### src/rtl/dn_mem_writer.sv
// -----------------------------------------------------------------------------
// dn_mem_writer
//
// Receiving end of the boot-loader download stream. Each {dn_addr, dn_data}
// strobe is buffered in a small FIFO and written to system memory, one byte
// at a time, through a level-held req / single-cycle ack port into the
// memory arbiter. The CPU is held while a load is in progress and is released
// (optionally with a start pulse and captured PC) once every buffered byte has
// been committed.
//
// Ports
//   clk_sys, reset_n      system clock, asynchronous active-low reset
//   dn_go                 download window, high while the loader streams
//   dn_wr/dn_addr/dn_data single-cycle byte write strobe with address/data
//   dn_wait               registered back-pressure towards the loader
//   exec_req/exec_addr    request to start execution at exec_addr
//   mem_req/mem_addr/
//   mem_din/mem_ack       memory write port (req held until ack)
//   cpu_hold              holds the CPU during a load
//   exec_pulse/exec_pc    one-cycle start strobe and captured start address
//   byte_count            bytes committed to memory in the current load
//   overflow              sticky: a strobe arrived while the FIFO was full
// -----------------------------------------------------------------------------
module dn_mem_writer #(
   parameter int unsigned MEM_AW     = 21,
   parameter int unsigned BASE_ADDR  = 0,
   parameter int unsigned FIFO_DEPTH = 4
) (
   input  logic              clk_sys,
   input  logic              reset_n,
   input  logic              dn_go,
   input  logic              dn_wr,
   input  logic [15:0]       dn_addr,
   input  logic [7:0]        dn_data,
   output logic              dn_wait,
   input  logic              exec_req,
   input  logic [15:0]       exec_addr,
   output logic              mem_req,
   output logic [MEM_AW-1:0] mem_addr,
   output logic [7:0]        mem_din,
   input  logic              mem_ack,
   output logic              cpu_hold,
   output logic              exec_pulse,
   output logic [15:0]       exec_pc,
   output logic [16:0]       byte_count,
   output logic              overflow
);

   localparam int unsigned PW = (FIFO_DEPTH > 1) ? $clog2(FIFO_DEPTH) : 1;
   localparam int unsigned FW = PW + 1;

   localparam logic [MEM_AW-1:0] BASE      = MEM_AW'(BASE_ADDR);
   localparam logic [FW-1:0]     FILL_FULL = FW'(FIFO_DEPTH);
   localparam logic [FW-1:0]     FILL_WAIT = FW'(FIFO_DEPTH - 1);

   typedef enum logic {
      S_IDLE = 1'b0,
      S_REQ  = 1'b1
   } mem_state_t;

   // FIFO storage and bookkeeping
   logic [15:0]   fifo_addr [FIFO_DEPTH];
   logic [7:0]    fifo_data [FIFO_DEPTH];
   logic [PW-1:0] wr_ptr;
   logic [PW-1:0] rd_ptr;
   logic [FW-1:0] fill;
   logic [FW-1:0] fill_next;
   logic          fifo_empty;
   logic          fifo_full;
   logic          push;
   logic          pop;

   // Memory FSM
   mem_state_t    state;
   mem_state_t    state_next;
   logic          load;

   // Load / exec control
   logic          dn_go_q;
   logic          go_rise;
   logic          exec_pending;
   logic          release_now;
   logic          fire;

   assign fifo_empty = (fill == '0);
   assign fifo_full  = (fill == FILL_FULL);

   // Strobes outside the download window are ignored; strobes into a full
   // FIFO are dropped and flagged through overflow.
   assign push = dn_go && dn_wr && !fifo_full;

   // ---------------------------------------------------------------------------
   // FIFO
   // ---------------------------------------------------------------------------
   // NOTE: the storage array carries no reset; pointers and fill alone decide
   // which entries are valid, so clearing the contents would buy nothing.
   always_ff @(posedge clk_sys) begin
      if (push) begin
         fifo_addr[wr_ptr] <= dn_addr;
         fifo_data[wr_ptr] <= dn_data;
      end
   end

   always_comb begin
      fill_next = fill;
      case ({push, pop})
         2'b10:   fill_next = fill + FW'(1);
         2'b01:   fill_next = fill - FW'(1);
         default: fill_next = fill;
      endcase
   end

   always_ff @(posedge clk_sys or negedge reset_n) begin
      if (!reset_n) begin
         wr_ptr  <= '0;
         rd_ptr  <= '0;
         fill    <= '0;
         dn_wait <= 1'b0;
      end else begin
         if (push) wr_ptr <= wr_ptr + PW'(1);
         if (pop)  rd_ptr <= rd_ptr + PW'(1);
         fill    <= fill_next;
         // Raised one entry early so a strobe already in flight still fits.
         dn_wait <= (fill_next >= FILL_WAIT);
      end
   end

   // ---------------------------------------------------------------------------
   // Memory write FSM
   // ---------------------------------------------------------------------------
   always_ff @(posedge clk_sys or negedge reset_n) begin
      if (!reset_n) state <= S_IDLE;
      else          state <= state_next;
   end

   always_comb begin
      state_next = state;
      case (state)
         S_IDLE:  if (!fifo_empty) state_next = S_REQ;
         S_REQ:   if (mem_ack)     state_next = S_IDLE;
         default: state_next = S_IDLE;
      endcase
   end

   // The head entry is popped only on ack, so mem_addr/mem_din captured at
   // load time stay stable for the whole request. An ack while idle is ignored.
   always_comb begin
      load    = (state == S_IDLE) && !fifo_empty;
      pop     = (state == S_REQ) && mem_ack;
      mem_req = (state == S_REQ);
   end

   always_ff @(posedge clk_sys or negedge reset_n) begin
      if (!reset_n) begin
         mem_addr <= '0;
         mem_din  <= '0;
      end else if (load) begin
         // Address arithmetic wraps modulo 2^MEM_AW by truncation.
         mem_addr <= BASE + MEM_AW'(fifo_addr[rd_ptr]);
         mem_din  <= fifo_data[rd_ptr];
      end
   end

   // ---------------------------------------------------------------------------
   // Load window, exec hand-over and status
   // ---------------------------------------------------------------------------
   assign go_rise     = dn_go && !dn_go_q;
   // Bytes queued from an earlier window keep draining; release waits for them.
   assign release_now = cpu_hold && !dn_go && fifo_empty &&
                        (state == S_IDLE) && !mem_req;
   // An exec_req arriving in the release cycle itself still earns its pulse.
   assign fire        = release_now && (exec_pending || exec_req);

   always_ff @(posedge clk_sys or negedge reset_n) begin
      if (!reset_n) begin
         dn_go_q      <= 1'b0;
         cpu_hold     <= 1'b0;
         exec_pending <= 1'b0;
         exec_pulse   <= 1'b0;
         exec_pc      <= '0;
         byte_count   <= '0;
         overflow     <= 1'b0;
      end else begin
         dn_go_q    <= dn_go;
         exec_pulse <= fire;

         if (go_rise)          cpu_hold <= 1'b1;
         else if (release_now) cpu_hold <= 1'b0;

         if (exec_req) exec_pc <= exec_addr;

         // A fresh exec_req outranks the clear on dn_go rise: it is the
         // newer event.
         if (fire)          exec_pending <= 1'b0;
         else if (exec_req) exec_pending <= 1'b1;
         else if (go_rise)  exec_pending <= 1'b0;

         if (go_rise)                   byte_count <= '0;
         else if (pop && ~&byte_count) byte_count <= byte_count + 17'd1;

         // A drop in the rise cycle belongs to the new load, so set wins.
         if (dn_go && dn_wr && fifo_full) overflow <= 1'b1;
         else if (go_rise)                overflow <= 1'b0;
      end
   end

endmodule

### config.mk
export PLATFORM = sky130hd
export DESIGN_NAME = dn_mem_writer
export DESIGN_NICKNAME = d
export VERILOG_FILES = /design/src/rtl/dn_mem_writer.sv
export SDC_FILE = /design/constraint.sdc
export NUM_CORES = 1
export LEC_CHECK = 0
export BUFFER_PORTS_ARGS = -buffer_cell sky130_fd_sc_hd__buf_2
export CAP_MARGIN = 20
export CORE_ASPECT_RATIO = 0.7
export CORE_MARGIN = 2
export CORE_UTILIZATION = 50
export CTS_CLUSTER_DIAMETER = 40
export DETAILED_ROUTE_END_ITERATION = 16
export PLACE_DENSITY = 0.79
export SLEW_MARGIN = 10
export SYNTH_ARGS = -nofsm -noshare
export SYNTH_HDL_FRONTEND = slang
export SYNTH_SLANG_ARGS = --single-unit
### constraint.sdc
create_clock -name clk_sys -period 2.6 [get_ports clk_sys]
set_input_delay 0 -clock clk_sys [delete_from_list [all_inputs] [get_ports clk_sys]]
set_output_delay 0 -clock clk_sys [all_outputs]
set_load 0.02 [all_outputs]
==> results.md <==
* Mapped Cells at 375
* Clk_lat worst skew at 0.42 ns
* Drt via density at 5.32
* Full die area at 14000 sq um
* Max incr delay on CP at 0.40 ns
* Core Box Area at 12600 sq um
* Antenna Nets Post-Route at 0
* Htree depth at 4
* CTS tree: done
* Min-Delay Path Class: input port to flip-flop
* # Max-Cap Violations at 0
* Vias in the first global route at 3935
* Layout Cells excl Fill at 714
* Post-DP HPWL at 7670 um
* Maximum clock insertion buffer count at 2
* WHS at 0.0473 ns
* Buf/Inv on CP at 0
* All-Layer GR Usage at 19.3%
* Top delay family on crit path: simple AND/OR/NAND/NOR gates
* Unrepaired setup endpoints after global routing: no
* Max-slew violations at 0
* Yosys warns at 0
* Die X at 141 um
* Period Utilization, post-route at 91.9%
* Vias at 3795
* P_leak at 3.34 nW
* Async SR Flop Fraction at 42.5%
* First-pass GRT wire length at 20400 um
* Critical Path RT at 2.96 ns
* Design Area, Final at 8330 sq um
* Setup WS post-layout at 0.210 ns
* Remaining global-route overflow at 0
* Post-route setup TNS at 0 ns
* Diodes inserted at 0
* Achievable frequency at 418 MHz
* Worst-path maximum fanout at 4
* TritonCTS Buffers at 17
* Final min period at 2.39 ns
* Layout area overhead at 27.4%
* Relative slew slack at 36.0%
* Tightest Pin Transition at 0.960 ns
* Final net count at 593
* Synthesized flop and latch total at 167
* Pre-CTS setup slack at 0.194 ns
* Sink Count at 167
* Final Hold Viols at 0
* Pin count of the biggest net entering global routing at 72
* GPL Wtd Cong at 0.837
* Syn avg cell area at 17.4 sq um
* CP Launch Type: flip-flop
* Initial DRC count at 209
* Worst Setup Path Type: flip-flop to flip-flop
* Pwr/cell area at 990 nW/um^2
* Mapped cell area at 6530 sq um
* Peak supply drop at 0.524 mV
* Register area at 4660 sq um
* Ranking of synthesized cells by area: edfxtp_1 44%, dfrtp_1 27%, mux4_2 8.3%
* Final WL at 12600 um
* Area of the multi-input gates at 1760 sq um
* Root Driver: clkbuf_16
* Crit. End Element: flip-flop
* DRC at 0
* CP dominant cell by count: ha_1
* Final setup viols at 0
* Port bufs at 107
* Share of cells above drive strength 1 at 40.0%
* Initial Util at 51.9%
* CP arrival at 2.75 ns
* Placed cell count at 639
* CP cell instances: ha_1, nand3_1, nor4_2, and3_1, ha_1, and3b_1, and4b_2, a31oi_1, a41o_1
* Slowest-stage cell, CP: dfrtp_1
* Fillcell total at 855
* Num rows at 34
* Status: finished, final reports clean
* Sequential fraction of the synthesis area at 71.3%
* Main synth FF type: edfxtp_1
* Initial antenna violation count at 0
* I/O Pins at 113
* DR WL/cell at 17.7 um
* Cell accounting for the most synthesized area: edfxtp_1
* Area of placed instances at 7290 sq um
* Post-synth EDFFs at 96
* Die extent in y at 99.6 um
* Worst-path clk slew at 0.07 ns
* DR pass1 iterations at 4
* Yosys cell types at 39
* Setup Skew at 0.00706 ns
* Top cell type's share of synthesized area at 44.1%
* Postcts setup bufs at 0
[worst register-to-register path, cell delays in order (launching register included)]
cell     delay (ns)
dfrtp_1        0.40
ha_1           0.18
nand3_1        0.13
nor4_2         0.37
and3_1         0.25
ha_1           0.16
and3b_1        0.20
and4b_2        0.28
a31oi_1        0.23
a41o_1         0.13
[cell usage after synthesis (3+ instances only)]
cell type,instances
buf_2,5
clkbuf_1,6
ha_1,7
inv_1,4
xor2_1,6
nor4_1,4
dfrtp_1,71
a21oi_1,9
nor3_1,3
nor2_1,20
and2_1,5
o21ai_0,4
mux4_2,24
xnor2_1,8
nand4_1,4
mux2_2,41
nand2_1,19
nand3_1,6
edfxtp_1,96
buf_4,6
and3_1,4
[layout by cell type, fill, tap and decap left out, types with 3 or more instances in the layout]
| cell | count |
|---|---|
| a21oi_1 | 9 |
| and2_1 | 5 |
| and3_1 | 4 |
| buf_12 | 3 |
| buf_2 | 106 |
| buf_4 | 9 |
| clkbuf_16 | 17 |
| clkinv_4 | 3 |
| clkinvlp_4 | 3 |
| conb_1 | 5 |
| dfrtp_1 | 70 |
| dlygate4sd3_1 | 43 |
| edfxtp_1 | 96 |
| ha_1 | 7 |
| inv_1 | 4 |
| inv_8 | 4 |
| mux2_2 | 41 |
| mux4_2 | 24 |
| nand2_1 | 19 |
| nand3_1 | 6 |
| nand4_1 | 4 |
| nor2_1 | 19 |
| nor3_1 | 3 |
| nor4_1 | 3 |
| o21ai_0 | 4 |
| xnor2_1 | 8 |
| xor2_1 | 6 |
[layout make-up]
type / instances / share of cell area [%]
well taps: 162 / 2.43
clock inverters: 15 / 2.04
clock buffers: 17 / 5.11
flip-flops and latches: 167 / 56.0
multi-input cells: 188 / 21.2
repair buffers: 161 / 13.1
inverters: 4 / 0.180
[power by group]
group          leakage, nW  internal [mW]  total (mW)  switching (mW)
combinational         1.32           1.06        2.18            1.11
sequential            1.74           3.30        3.59           0.282
clock                0.283           1.36        2.48            1.12
total                 3.34           5.73        8.24            2.51
[metal layers]
layer  share of wire, %  GRT usage (%)  vias up
met5                  0              0        -
met4                1.0           6.69        0
met1                 44           25.5     1943
met3                4.5           4.81       11
met2                 51           31.9      101
li1                   -              -     1740
[cells by family (layout without fill, tap and decap cells)]
kind of cell	after synthesis	after routing	share of synthesized area, %
adders and majority gates	8	8	1.65
DFF	167	167	71.3
other	1	5	0.0574
muxes	66	66	15.5
and+or+nand+nor	76	76	5.82
AOI/OAI and AO/OA	19	19	1.74
buffers and inverters	24	197	2.05
xor gates and xnor gates	14	14	1.88
[state kept, by name, summed over array words and instances, names as in the netlist, 2 cells and up]
| name | cells |
|---|---|
| wr_ptr | 2 |
| fill | 3 |
| mem_addr | 16 |
| fifo_data | 32 |
| rd_ptr | 2 |
| exec_pc | 16 |
| byte_count | 17 |
| mem_din | 8 |
| fifo_addr | 64 |
[stage by stage]
stage               util, %  power (mW)
detailed placement     57.9        5.79
CTS                    66.1        8.36
global placement       57.9        5.71
global route           66.1        8.67
floorplan                 -        5.13
finish                 66.1        8.24
[worst paths after layout]
path,start,to,slack [ns],depth (start not counted)
max,byte_count[0],byte_count[13],0.21,9
min,exec_req,exec_pulse,0.05,3
max reg2reg,byte_count[0],byte_count[13],0.21,9
min reg2reg,overflow,overflow,0.50,2
max in group asynchronous,reset_n,rd_ptr[0],1.64,2
min in group asynchronous,reset_n,mem_addr[1],0.29,2
[timing repair]
action | 4_1_cts | 5_1_grt
hold buffers | 43 | 0
endpoints found under the hold margin | 188 | 0
endpoints found under the setup margin | 0 | 1
resized for setup | 0 | 1
Power figures use the tool's default switching activity.
